### src/rtl/bpsk_mod_if.sv
// Control and sample bus of the BPSK test-signal modulator.
// The master drives enable and pattern/rate selects; the slave returns DAC samples and bit timing.
interface bpsk_mod_if;
    logic       en;
    logic [1:0] rate_sel;
    logic       pat_sel;
    logic [9:0] dac_data;
    logic       code_out;
    logic       bit_strobe;

    modport master (
        output en, rate_sel, pat_sel,
        input  dac_data, code_out, bit_strobe
    );

    modport slave (
        input  en, rate_sel, pat_sel,
        output dac_data, code_out, bit_strobe
    );
endinterface

### src/rtl/bpsk_mod.sv
// BPSK modulator: 2 MHz carrier at clk_32m/16, with 10/8/6 kbit/s data from an alternating or PN7 source.
// Data bits change only at carrier phase 0, so every phase reversal lands on a carrier-period boundary.
module bpsk_mod #(
    parameter int unsigned DIV_10K = 3200,
    parameter int unsigned DIV_8K  = 4000,
    parameter int unsigned DIV_6K  = 5333
) (
    input  logic       clk_32m,
    input  logic       rst_n,
    bpsk_mod_if.slave  bus
);

    localparam int unsigned DIV_MAX_A = (DIV_10K > DIV_8K) ? DIV_10K : DIV_8K;
    localparam int unsigned DIV_MAX   = (DIV_MAX_A > DIV_6K) ? DIV_MAX_A : DIV_6K;
    localparam int          CNT_W     = (DIV_MAX > 1) ? $clog2(DIV_MAX) : 1;

    typedef enum logic [0:0] {
        ST_IDLE = 1'b0,
        ST_RUN  = 1'b1
    } state_t;

    // Terminal count (N-1) for the requested bit rate.
    function automatic logic [CNT_W-1:0] sel_last(input logic [1:0] rate);
        logic [CNT_W-1:0] last;
        case (rate)
            2'b01:   last = CNT_W'(DIV_8K - 1);
            2'b10:   last = CNT_W'(DIV_6K - 1);
            default: last = CNT_W'(DIV_10K - 1);
        endcase
        return last;
    endfunction

    function automatic logic [9:0] sine_lut(input logic [3:0] idx);
        logic [9:0] s;
        case (idx)
            4'd0:    s = 10'd512;
            4'd1:    s = 10'd708;
            4'd2:    s = 10'd873;
            4'd3:    s = 10'd984;
            4'd4:    s = 10'd1023;
            4'd5:    s = 10'd984;
            4'd6:    s = 10'd873;
            4'd7:    s = 10'd708;
            4'd8:    s = 10'd512;
            4'd9:    s = 10'd316;
            4'd10:   s = 10'd151;
            4'd11:   s = 10'd40;
            4'd12:   s = 10'd1;
            4'd13:   s = 10'd40;
            4'd14:   s = 10'd151;
            4'd15:   s = 10'd316;
            default: s = 10'd512;
        endcase
        return s;
    endfunction

    state_t           state_q, state_d;
    logic [3:0]       phase_q, phase_d;
    logic [CNT_W-1:0] cnt_q, cnt_d;
    logic [CNT_W-1:0] last_q, last_d;
    logic             pend_q, pend_d;
    logic             code_q, code_d;
    logic             strobe_q, strobe_d;
    logic [9:0]       dac_q, dac_d;
    logic             tog_q, tog_d;
    logic [6:0]       lfsr_q, lfsr_d;
    logic             load_s;
    logic             hit_s;

    // Next-state logic: IDLE values are the defaults, RUN overrides them while en stays high.
    always_comb begin
        state_d  = state_q;
        phase_d  = 4'd0;
        cnt_d    = '0;
        last_d   = last_q;
        pend_d   = 1'b0;
        code_d   = 1'b0;
        strobe_d = 1'b0;
        dac_d    = 10'd512;
        tog_d    = 1'b1;
        lfsr_d   = 7'h7F;
        load_s   = 1'b0;
        hit_s    = 1'b0;

        case (state_q)
            ST_IDLE: begin
                if (bus.en) begin
                    state_d = ST_RUN;
                    last_d  = sel_last(bus.rate_sel);
                    load_s  = 1'b1;
                end else begin
                    state_d = ST_IDLE;
                end
            end
            ST_RUN: begin
                if (bus.en) begin
                    tog_d   = tog_q;
                    lfsr_d  = lfsr_q;
                    code_d  = code_q;
                    phase_d = phase_q + 4'd1;
                    // XOR with 8 selects the half-period-shifted sample for a 0 bit.
                    dac_d   = sine_lut(phase_q ^ {~code_q, 3'b000});
                    hit_s   = (cnt_q == last_q);
                    if (hit_s) begin
                        cnt_d  = '0;
                        last_d = sel_last(bus.rate_sel);
                    end else begin
                        cnt_d  = cnt_q + CNT_W'(1);
                    end
                    pend_d = pend_q | hit_s;
                    if ((phase_q == 4'd15) && (pend_q || hit_s)) begin
                        load_s = 1'b1;
                        pend_d = 1'b0;
                    end else begin
                        load_s = 1'b0;
                    end
                end else begin
                    state_d = ST_IDLE;
                end
            end
            default: begin
                state_d = ST_IDLE;
            end
        endcase

        // Only the selected source advances, so switching pat_sel resumes the other where it stopped.
        if (load_s) begin
            strobe_d = 1'b1;
            if (bus.pat_sel) begin
                code_d = lfsr_q[6];
                lfsr_d = {lfsr_q[5:0], lfsr_q[6] ^ lfsr_q[5]};
            end else begin
                code_d = tog_q;
                tog_d  = ~tog_q;
            end
        end else begin
            strobe_d = 1'b0;
        end
    end

    // State and output registers with asynchronous reset to the IDLE values.
    always_ff @(posedge clk_32m or negedge rst_n) begin
        if (!rst_n) begin
            state_q  <= ST_IDLE;
            phase_q  <= 4'd0;
            cnt_q    <= '0;
            last_q   <= CNT_W'(DIV_10K - 1);
            pend_q   <= 1'b0;
            code_q   <= 1'b0;
            strobe_q <= 1'b0;
            dac_q    <= 10'd512;
            tog_q    <= 1'b1;
            lfsr_q   <= 7'h7F;
        end else begin
            state_q  <= state_d;
            phase_q  <= phase_d;
            cnt_q    <= cnt_d;
            last_q   <= last_d;
            pend_q   <= pend_d;
            code_q   <= code_d;
            strobe_q <= strobe_d;
            dac_q    <= dac_d;
            tog_q    <= tog_d;
            lfsr_q   <= lfsr_d;
        end
    end

    assign bus.dac_data   = dac_q;
    assign bus.code_out   = code_q;
    assign bus.bit_strobe = strobe_q;

endmodule

### src/flat_wrapper.sv
// flat-port wrapper written by rule: the top's interface ports become plain ports
module bpsk_mod_flat 
#(
    parameter int unsigned DIV_10K = 3200,
    parameter int unsigned DIV_8K  = 4000,
    parameter int unsigned DIV_6K  = 5333
)
  (clk_32m, rst_n, bus_en, bus_rate_sel, bus_pat_sel, bus_dac_data, bus_code_out, bus_bit_strobe);
  bpsk_mod_if bus_i ();
  input  logic clk_32m;
  input  logic rst_n;
  input wire logic [$bits(bus_i.en)-1:0] bus_en;
  input wire logic [$bits(bus_i.rate_sel)-1:0] bus_rate_sel;
  input wire logic [$bits(bus_i.pat_sel)-1:0] bus_pat_sel;
  output wire logic [$bits(bus_i.dac_data)-1:0] bus_dac_data;
  output wire logic [$bits(bus_i.code_out)-1:0] bus_code_out;
  output wire logic [$bits(bus_i.bit_strobe)-1:0] bus_bit_strobe;
  assign bus_i.en = bus_en;
  assign bus_i.rate_sel = bus_rate_sel;
  assign bus_i.pat_sel = bus_pat_sel;
  assign bus_dac_data = bus_i.dac_data;
  assign bus_code_out = bus_i.code_out;
  assign bus_bit_strobe = bus_i.bit_strobe;
  bpsk_mod #(.DIV_10K(DIV_10K), .DIV_8K(DIV_8K), .DIV_6K(DIV_6K)) u_core (.clk_32m(clk_32m), .rst_n(rst_n), .bus(bus_i));
endmodule
### config.mk
export PLATFORM = sky130hd
export DESIGN_NAME = bpsk_mod_flat
export DESIGN_NICKNAME = d
export VERILOG_FILES = /design/src/rtl/bpsk_mod_if.sv /design/src/rtl/bpsk_mod.sv /design/src/flat_wrapper.sv
export SDC_FILE = /design/constraint.sdc
export NUM_CORES = 1
export LEC_CHECK = 0
export BUFFER_PORTS_ARGS = -buffer_cell sky130_fd_sc_hd__buf_4
export CORE_MARGIN = 10
export CORE_UTILIZATION = 47
export DETAILED_ROUTE_END_ITERATION = 8
export SYNTH_ARGS = -nofsm -noshare
export SYNTH_HDL_FRONTEND = slang
export SYNTH_SLANG_ARGS = --single-unit
### constraint.sdc
create_clock -name clk_32m -period 2.2 [get_ports clk_32m]
set_input_delay 0.66 -clock clk_32m [delete_from_list [all_inputs] [get_ports clk_32m]]
set_output_delay 0.66 -clock clk_32m [all_outputs]
set_load 0.02 [all_outputs]
* After elaboration in Yosys (flattened, before gate mapping)
Memory sizes are Yosys's and may differ from the RTL's.
Index checks and enable logic that the tools add are counted.
** Cells by class
- Bitwise operators :: 6
- Eq/ne operators :: 8
- Multiplexer cells :: 32
- Add/subtract/negate cells :: 2
- Reduce and logical (&&, ||, !) cells :: 3
** Operators with widths (number)
- two-way mux 13 bit :: 6
- one-hot mux 13 bit (2 select lines) :: 2
- two-way mux 7 bit :: 4
- two-way mux 10 bit :: 2
- two-way mux 1 bit :: 15
- adder 13 x 1 -> 13 bit (second input constant) :: 1
- equality test 13 bit :: 1
- two-way mux 4 bit :: 2
- != test 2 bit (second input constant) :: 3
- adder 4 x 1 -> 4 bit (second input constant) :: 1
- equality test 4 bit (second input constant) :: 1
- XOR 4 bit :: 1
- != test 3 bit (second input constant) :: 1
- NOT 1 bit :: 3
- AND reduction 3 bit :: 1
- equality test 2 x 1 -> 1 bit (second input constant) :: 1
- equality test 2 bit (second input constant) :: 1
- one-hot mux 1 bit (2 select lines) :: 1
- logical AND 1 bit :: 1
- logical OR 1 bit :: 1
- bitwise OR 1 bit :: 1
- XOR 1 bit :: 1
** Word-level totals
- Bits in read-only memories :: 160
- Word-level logic and storage cells :: 62
- Flip-flop bits (word level) :: 52
- Input bits :: 6
- Memories :: 1
- Output and inout bits :: 12
** Memories
- (name not given) :: words 16, width 10, read ports 1, clocked after Yosys merged registers in 0, wr ports 0, line bpsk_mod.sv:35 : case (idx)

* Logic depth before layout (Yosys ltp)
Gate-level depths: netlist of run 1.
- Depth after elaboration :: 7
- Depth in mapped cells :: 6
- Mapped depth without buffers :: 6

* Worst setup path before layout of run 1
OpenSTA, ideal clock, no wires.
- Path kind :: input port to flip-flop
- From :: in bus_en
- To :: reg u_core.lfsr_q[0]
- Data required time :: 2125 ps
- Cell stages on the path :: 5
- Path slack :: 395 ps
- Library setup time :: 75 ps
- Data arrival time :: 1730 ps
- Buffers on the path :: 1
- Path through :: buf_2 -> nand4_1 -> o22ai_1 -> o21ai_2 -> mux2i_1
** Between the ends
- Longest elaborated chain between the ends :: 4
- Elaborated cells on any way between the ends :: 7
- Those cells by class :: mux: 7
** RTL lines
- start: declaration :: line flat_wrapper.sv:12 : input wire logic [$bits(bus_i.en)-1:0] bus_en;
- two-way mux 7 bit :: line bpsk_mod.sv:96 : if (bus.en) begin
- two-way mux 7 bit :: line bpsk_mod.sv:85 : case (state_q)
- two-way mux 7 bit :: line bpsk_mod.sv:129 : if (bus.pat_sel) begin
- two-way mux 7 bit (*) :: line bpsk_mod.sv:127 : if (load_s) begin
- named net u_core.lfsr_d[0] :: line bpsk_mod.sv:66 : logic [6:0] lfsr_q, lfsr_d;
- end signal: assignment :: line bpsk_mod.sv:164 : lfsr_q <= lfsr_d;
- end: declaration :: line bpsk_mod.sv:66
Mark *: on every way through the listed nets, which the timed path passes. The rest lies on a longest branch.
A chain may end at the register's enable or synchronous reset.

* Worst setup path after layout of run 1
- From :: reg u_core.last_q[11]
- To :: reg u_core.last_q[12]
** Between the ends
- Longest elaborated chain between the ends :: 3
** RTL lines
- start: declaration :: line bpsk_mod.sv:60 : logic [CNT_W-1:0] last_q, last_d;
- start signal: assignment :: line bpsk_mod.sv:147 : last_q <= CNT_W'(DIV_10K - 1);
- start signal: assignment :: line bpsk_mod.sv:158 : last_q <= last_d;
- equality test 13 bit :: line bpsk_mod.sv:103 : hit_s = (cnt_q == last_q);
- != test 2 bit (no source line)
- AND reduction 3 bit (no source line)
Every way passes these cells.

==> results of run 1 <==
## logic make-up after synthesis
| group | share of synthesized area [%] |
|---|---|
| AOI/OAI and AO/OA | 9.45 |
| buffers and inverters | 3.97 |
| muxes | 5.37 |
| adders and majority gates | 6.44 |
| DFF | 49.0 |
| and+or+nand+nor | 17.9 |
| xor gates and xnor gates | 7.89 |
## area by class of cell
cell class / count / share of cell area (%)
inverter: 16 / 2.27
sequential: 45 / 43.2
multi-input combinational: 156 / 41.5
clock buffer: 7 / 3.27
tap: 67 / 3.18
timing repair buffer: 23 / 6.54
## through the flow
| stage | cells | hold slack, ns | setup WS, ns | cell area (sq um) |
|---|---|---|---|---|
| floorplan | 225 | 0.364 | 0.395 | 2330 |
| global placement | 307 | 0.457 | 0.327 | 2550 |
| detailed placement | 307 | 0.456 | 0.306 | 2550 |
| CTS | 314 | 0.369 | 0.287 | 2640 |
| global route | 314 | 0.390 | 0.163 | 2640 |
| finish | 314 | 0.354 | 0.279 | 2640 |
## layout by cell type, fill, tap and decap left out, types with 2 or more instances in the layout
cell / count
a211oi_1: 4
a21oi_1: 12
a311oi_1: 3
a31oi_1: 2
and3_1: 3
and4_1: 3
buf_4: 23
clkbuf_8: 6
dfrtp_1: 33
dfstp_2: 12
ha_1: 12
inv_1: 16
mux2_4: 3
mux2i_1: 8
nand2_1: 15
nand3_1: 5
nand4_1: 6
nor2_1: 34
nor2b_1: 2
nor3_1: 5
nor4_4: 2
o211ai_1: 2
o21ai_0: 2
xnor2_1: 11
xor2_1: 10
## report_power, final
group | switching, mW | internal, mW
clock network | 0.260 | 0.249
registers | 0.0268 | 0.865
logic | 0.110 | 0.0778
total | 0.398 | 1.19
## worst register-to-register path: stages (launching register included)
cell and delay, ns:
dfstp_2 0.59, and4_1 0.25, o22ai_2 0.15, o31ai_4 0.41, nand2_4 0.12, mux2_4 0.30
## path summary, 6_finish.rpt
path / end / depth (start not counted)
worst max register to register: u_core.last_q[12] / 5
min in group clk_32m: u_core.lfsr_q[2] / 2
worst max-delay path: u_core.last_q[12] / 5
max in group asynchronous: u_core.last_q[11] / 1
worst min register to register: u_core.lfsr_q[2] / 2
worst min-delay path: u_core.bus.dac_data[4] / 1
## flip-flops by register name, summed over array words and instances (netlist names)
signal / count
u_core.tog_q: 1
u_core.state_q: 1
u_core.last_q: 6
u_core.pend_q: 1
u_core.phase_q: 4
u_core.bus.bit_strobe: 1
u_core.bus.dac_data: 10
u_core.bus.code_out: 1
u_core.lfsr_q: 7
u_core.cnt_q: 13
## routing by layer
metal,vias to the layer above,GRT usage [%],wire (microns)
met1,721,16.1,2320
met2,19,15.2,1780
met3,5,2.99,135
li1,809,-,-
met5,-,0,0
met4,0,3.98,52
==> flow_summary.toml, run 1 <==
[outcome]
status = "finished clean"

[critical_path]
path_class = "reg -> reg"
slowest_stage = "dfstp_2"
end_kind = "flip-flop"
cp_top_family = "flip-flops"
crit_buf_inv = 0
r2r_start = "u_core.last_q[11]"
critPathMaxStageDelay_ns = 0.59
cp-startpoint = "u_core.last_q[11]"
r2r_setup_slack_ns = 0.28
path_max_fanout = 5
start_kind = "flip-flop"
crit_chain = "and4_1 -> o22ai_2 -> o31ai_4 -> nand2_4 -> mux2_4"
crit_arrival_ns = 2.10
critPathRequiredTime_ns = 2.38

[detailed_routing]
drt-total-wl_microns = 4280
drc = 0
via_count = 1554
wl_per_cell_microns = 13.6
via_per_inst = 4.95
first_pass_iters = 4
dr.first_iter.drc_count = 41
ant_nets = 0

[global_route]
grt_max_degree = 46
grt_usage_pct = 11.1
grt_pass1_vias = 1538
antenna_found_initial = 0
grt_overflow = 0
grt_pass1_wl_microns = 7610

[yosys]
synth_ff_type = "dfrtp_1"
synth_top_area_cell = "dfrtp_1"
yosys_warnings = 0
yosysMostFrequentCell = "nor2_1"
synth-edff-count = 0
synthTopCellsByCount = "34 x nor2_1, 33 x dfrtp_1, 16 x inv_1"
syn_inst = 225
synth.top_cell.area_share_pct = 35.4
synthTopCellsByArea = "dfrtp_1 35%, dfstp_2 14%, ha_1 6.4%"
syn-cell-area_sq_um = 2330
synth_area_per_cell_sq_um = 10.4
ys_ff_latch = 45
synthArstFlopShare_pct = 100
ys_seq_area_share_pct = 49.0
synth_fp_nets = 243
ys_types = 37

[clocking]
cts_root_buffer = "clkbuf_8"
numCtsBuffers = 5
clk_latency_ns = 0.29
clock_sinks = 45
htree_levels = 2
cts_hold_buf = 0
cts_buffer_depth = 2
cts_setup_buffers = 0
cts_resized = 0
clk_pin_slew_ns = 0.08
cts_tree = "yes"

[final_layout]
drive_above_1_share_pct = 20.6
areaGrowthSynthToFinish_pct = 13.3
final_nets = 265
fillers = 457
multi_input_area_sq_um = 1100
post-route-util_pct = 55.5
n_antenna_cell = 0
regArea_sq_um = 1140

[power_and_ir_drop]
finalPower_mw = 1.59
power_density_nw_per_um2 = 602
peakVddDrop_v = 0.000461
p_leak_nw = 1.25

[timing]
final.min_clock_period_ns = 1.92
timing.fmax_mhz = 521
rsz0062_at_grt = "false"
max_slew_margin_pct = 63.2
setup_tns_ns = 0
setup_viol = 0
tightest_slew_ns = 0.552
period_share_pct = 87.3
clock-skew-final_ns = 0.00889
drv_slew = 0
hold_viol_final = 0

[die]
top_level_ports = 18
die_h_microns = 90.4
die_area_sq_um = 8170
dieWidth_microns = 90.4
core_sq_um = 4750
row_count = 25
initial_core_util_pct = 49.0

[place]
io_buffer_count = 17
gp_congestion = 0.779
detailedPlacementHpwl_microns = 3040

[hold_path]
hold_path_class = "in -> async"

[flow_run]
drv_cap = 0
Power figures use the tool's default switching activity.
==> inputs of run 2 (changes only) <==
Settings changed: REMOVE_ABC_BUFFERS set to 1.
==> run 2 against run 1 <==
Critical path depth stayed put. Utilization up 0.71 points. Sequential power barely moved. Flip-flop and latch count unchanged. Final cell count rose by 0.32%. Total power rose by 8.6%. Non-clock buffer count stayed put. Worst hold slack worse by 0.0091 ns. Setup slack better by 0.0096 ns. Combinational power barely moved. Register-to-register slack about the same.
==> flow_summary.toml, run 2 (synthesis results as in run 1) <==
[global_route]
grt_max_degree = 46
grt_pass1_vias = 1577
grt_pass1_wl_microns = 7540
antenna_found_initial = 0
grt_overflow = 0
grt_usage_pct = 10.9

[clocking]
htree_levels = 2
clk_pin_slew_ns = 0.08
numCtsBuffers = 5
cts_buffer_depth = 2
cts_tree = "yes"
cts_hold_buf = 0
cts_root_buffer = "clkbuf_8"
clock_sinks = 45
cts_resized = 0
cts_setup_buffers = 0
clk_latency_ns = 0.30

[detailed_routing]
dr.first_iter.drc_count = 80
via_count = 1563
drc = 0
drt-total-wl_microns = 4210
wl_per_cell_microns = 13.4
ant_nets = 0
first_pass_iters = 4
via_per_inst = 4.96

[timing]
tightest_slew_ns = 0.552
final.min_clock_period_ns = 1.91
drv_slew = 0
setup_ws_ns = 0.289
setup_viol = 0
timing.fmax_mhz = 523
clock-skew-final_ns = 0.00610
period_share_pct = 86.9
max_slew_margin_pct = 63.2
setup_tns_ns = 0
rsz0062_at_grt = "false"
hold_viol_final = 0
hold_ws_ns = 0.345

[die]
row_count = 25
die_area_sq_um = 8170
top_level_ports = 18
die_h_microns = 90.4
initial_core_util_pct = 49.0
dieWidth_microns = 90.4
core_sq_um = 4750

[critical_path]
rr_endpoint = "u_core.last_q[9]"
path_max_fanout = 5
reg2regPathDepth = 5
crit_arrival_ns = 2.10
end_kind = "flip-flop"
r2r_setup_slack_ns = 0.29
r2r_start = "u_core.last_q[11]"
critPathRequiredTime_ns = 2.39
start_kind = "flip-flop"
path_class = "reg -> reg"

[final_layout]
final_common_cell = "nor2_1"
final_nets = 265
design_area_sq_um = 2670
largest_register_ffs = 13
drive_above_1_share_pct = 21.4
layout_common_cells = "34 x nor2_1, 33 x dfrtp_1, 23 x buf_4"
areaGrowthSynthToFinish_pct = 14.8
n_antenna_cell = 0
fin_cells = 315
largest_register = "u_core.cnt_q"
post-route-util_pct = 56.2

[hold_path]
hold_path_class = "in -> async"

[power_and_ir_drop]
peakVddDrop_v = 0.000433
finalPower_mw = 1.73
power_density_nw_per_um2 = 646
p_leak_nw = 1.26

[place]
detailedPlacementHpwl_microns = 3000
gp_congestion = 0.774
dp_cells = 307
io_buffer_count = 17
dp_slack_ns = 0.290
dpl_cell_area_sq_um = 2550

[outcome]
status = "finished clean"

[flow_run]
drv_cap = 0
run 2: cell types whose count changed in the layout (fill, tap and decap cells not counted), sizes merged:
cell,before,now
clkinvlp,0,1
clkbuf,7,6
bufinv,0,1
run 2: where the power goes:
part	total, mW	switching (mW)	leakage, nW	internal [mW]
Sequential	0.891	0.0260	0.574	0.865
Combinational	0.189	0.112	0.632	0.0773
Clock	0.647	0.278	0.0574	0.369
run 2: worst max-delay path by stage:
stage	to	slack, ns	cells past startpoint	startpoint
after floorplan	u_core.last_q[12]	0.40	5	u_core.last_q[11]
after global placement	u_core.lfsr_q[6]	0.30	6	bus_en
after detailed placement	u_core.lfsr_q[6]	0.29	6	bus_en
after CTS	u_core.last_q[9]	0.29	5	u_core.last_q[11]
after global routing	u_core.lfsr_q[4]	0.15	6	u_core.last_q[11]
final	u_core.last_q[9]	0.29	5	u_core.last_q[11]
run 2: layout make-up:
cell class / instances / area [sq um]
repair buffers: 23 / 173
clock inverters: 2 / 37.5
multi-input cells: 156 / 1100
clock buffers: 6 / 82.6
well taps: 67 / 83.8
fillers: 445 / 2080
inverters: 16 / 60.1
flip-flops and latches: 45 / 1140
run 2: worst max-delay path, cell delays in order, from the launching register on:
cell     delay [ns]
dfstp_2        0.59
xnor2_1        0.16
nand4_1        0.25
o31ai_4        0.37
nand2_4        0.12
mux2_4         0.31
run 2: routing by layer:
metal / GRT usage (%) / share of wire [%] / vias to the layer above
met4: 3.18 / 1.2 / 0
met1: 14.0 / 48 / 726
met2: 17.3 / 46 / 23
met5: 0 / 0 / -
li1: - / - / 807
met3: 3.08 / 4.2 / 7
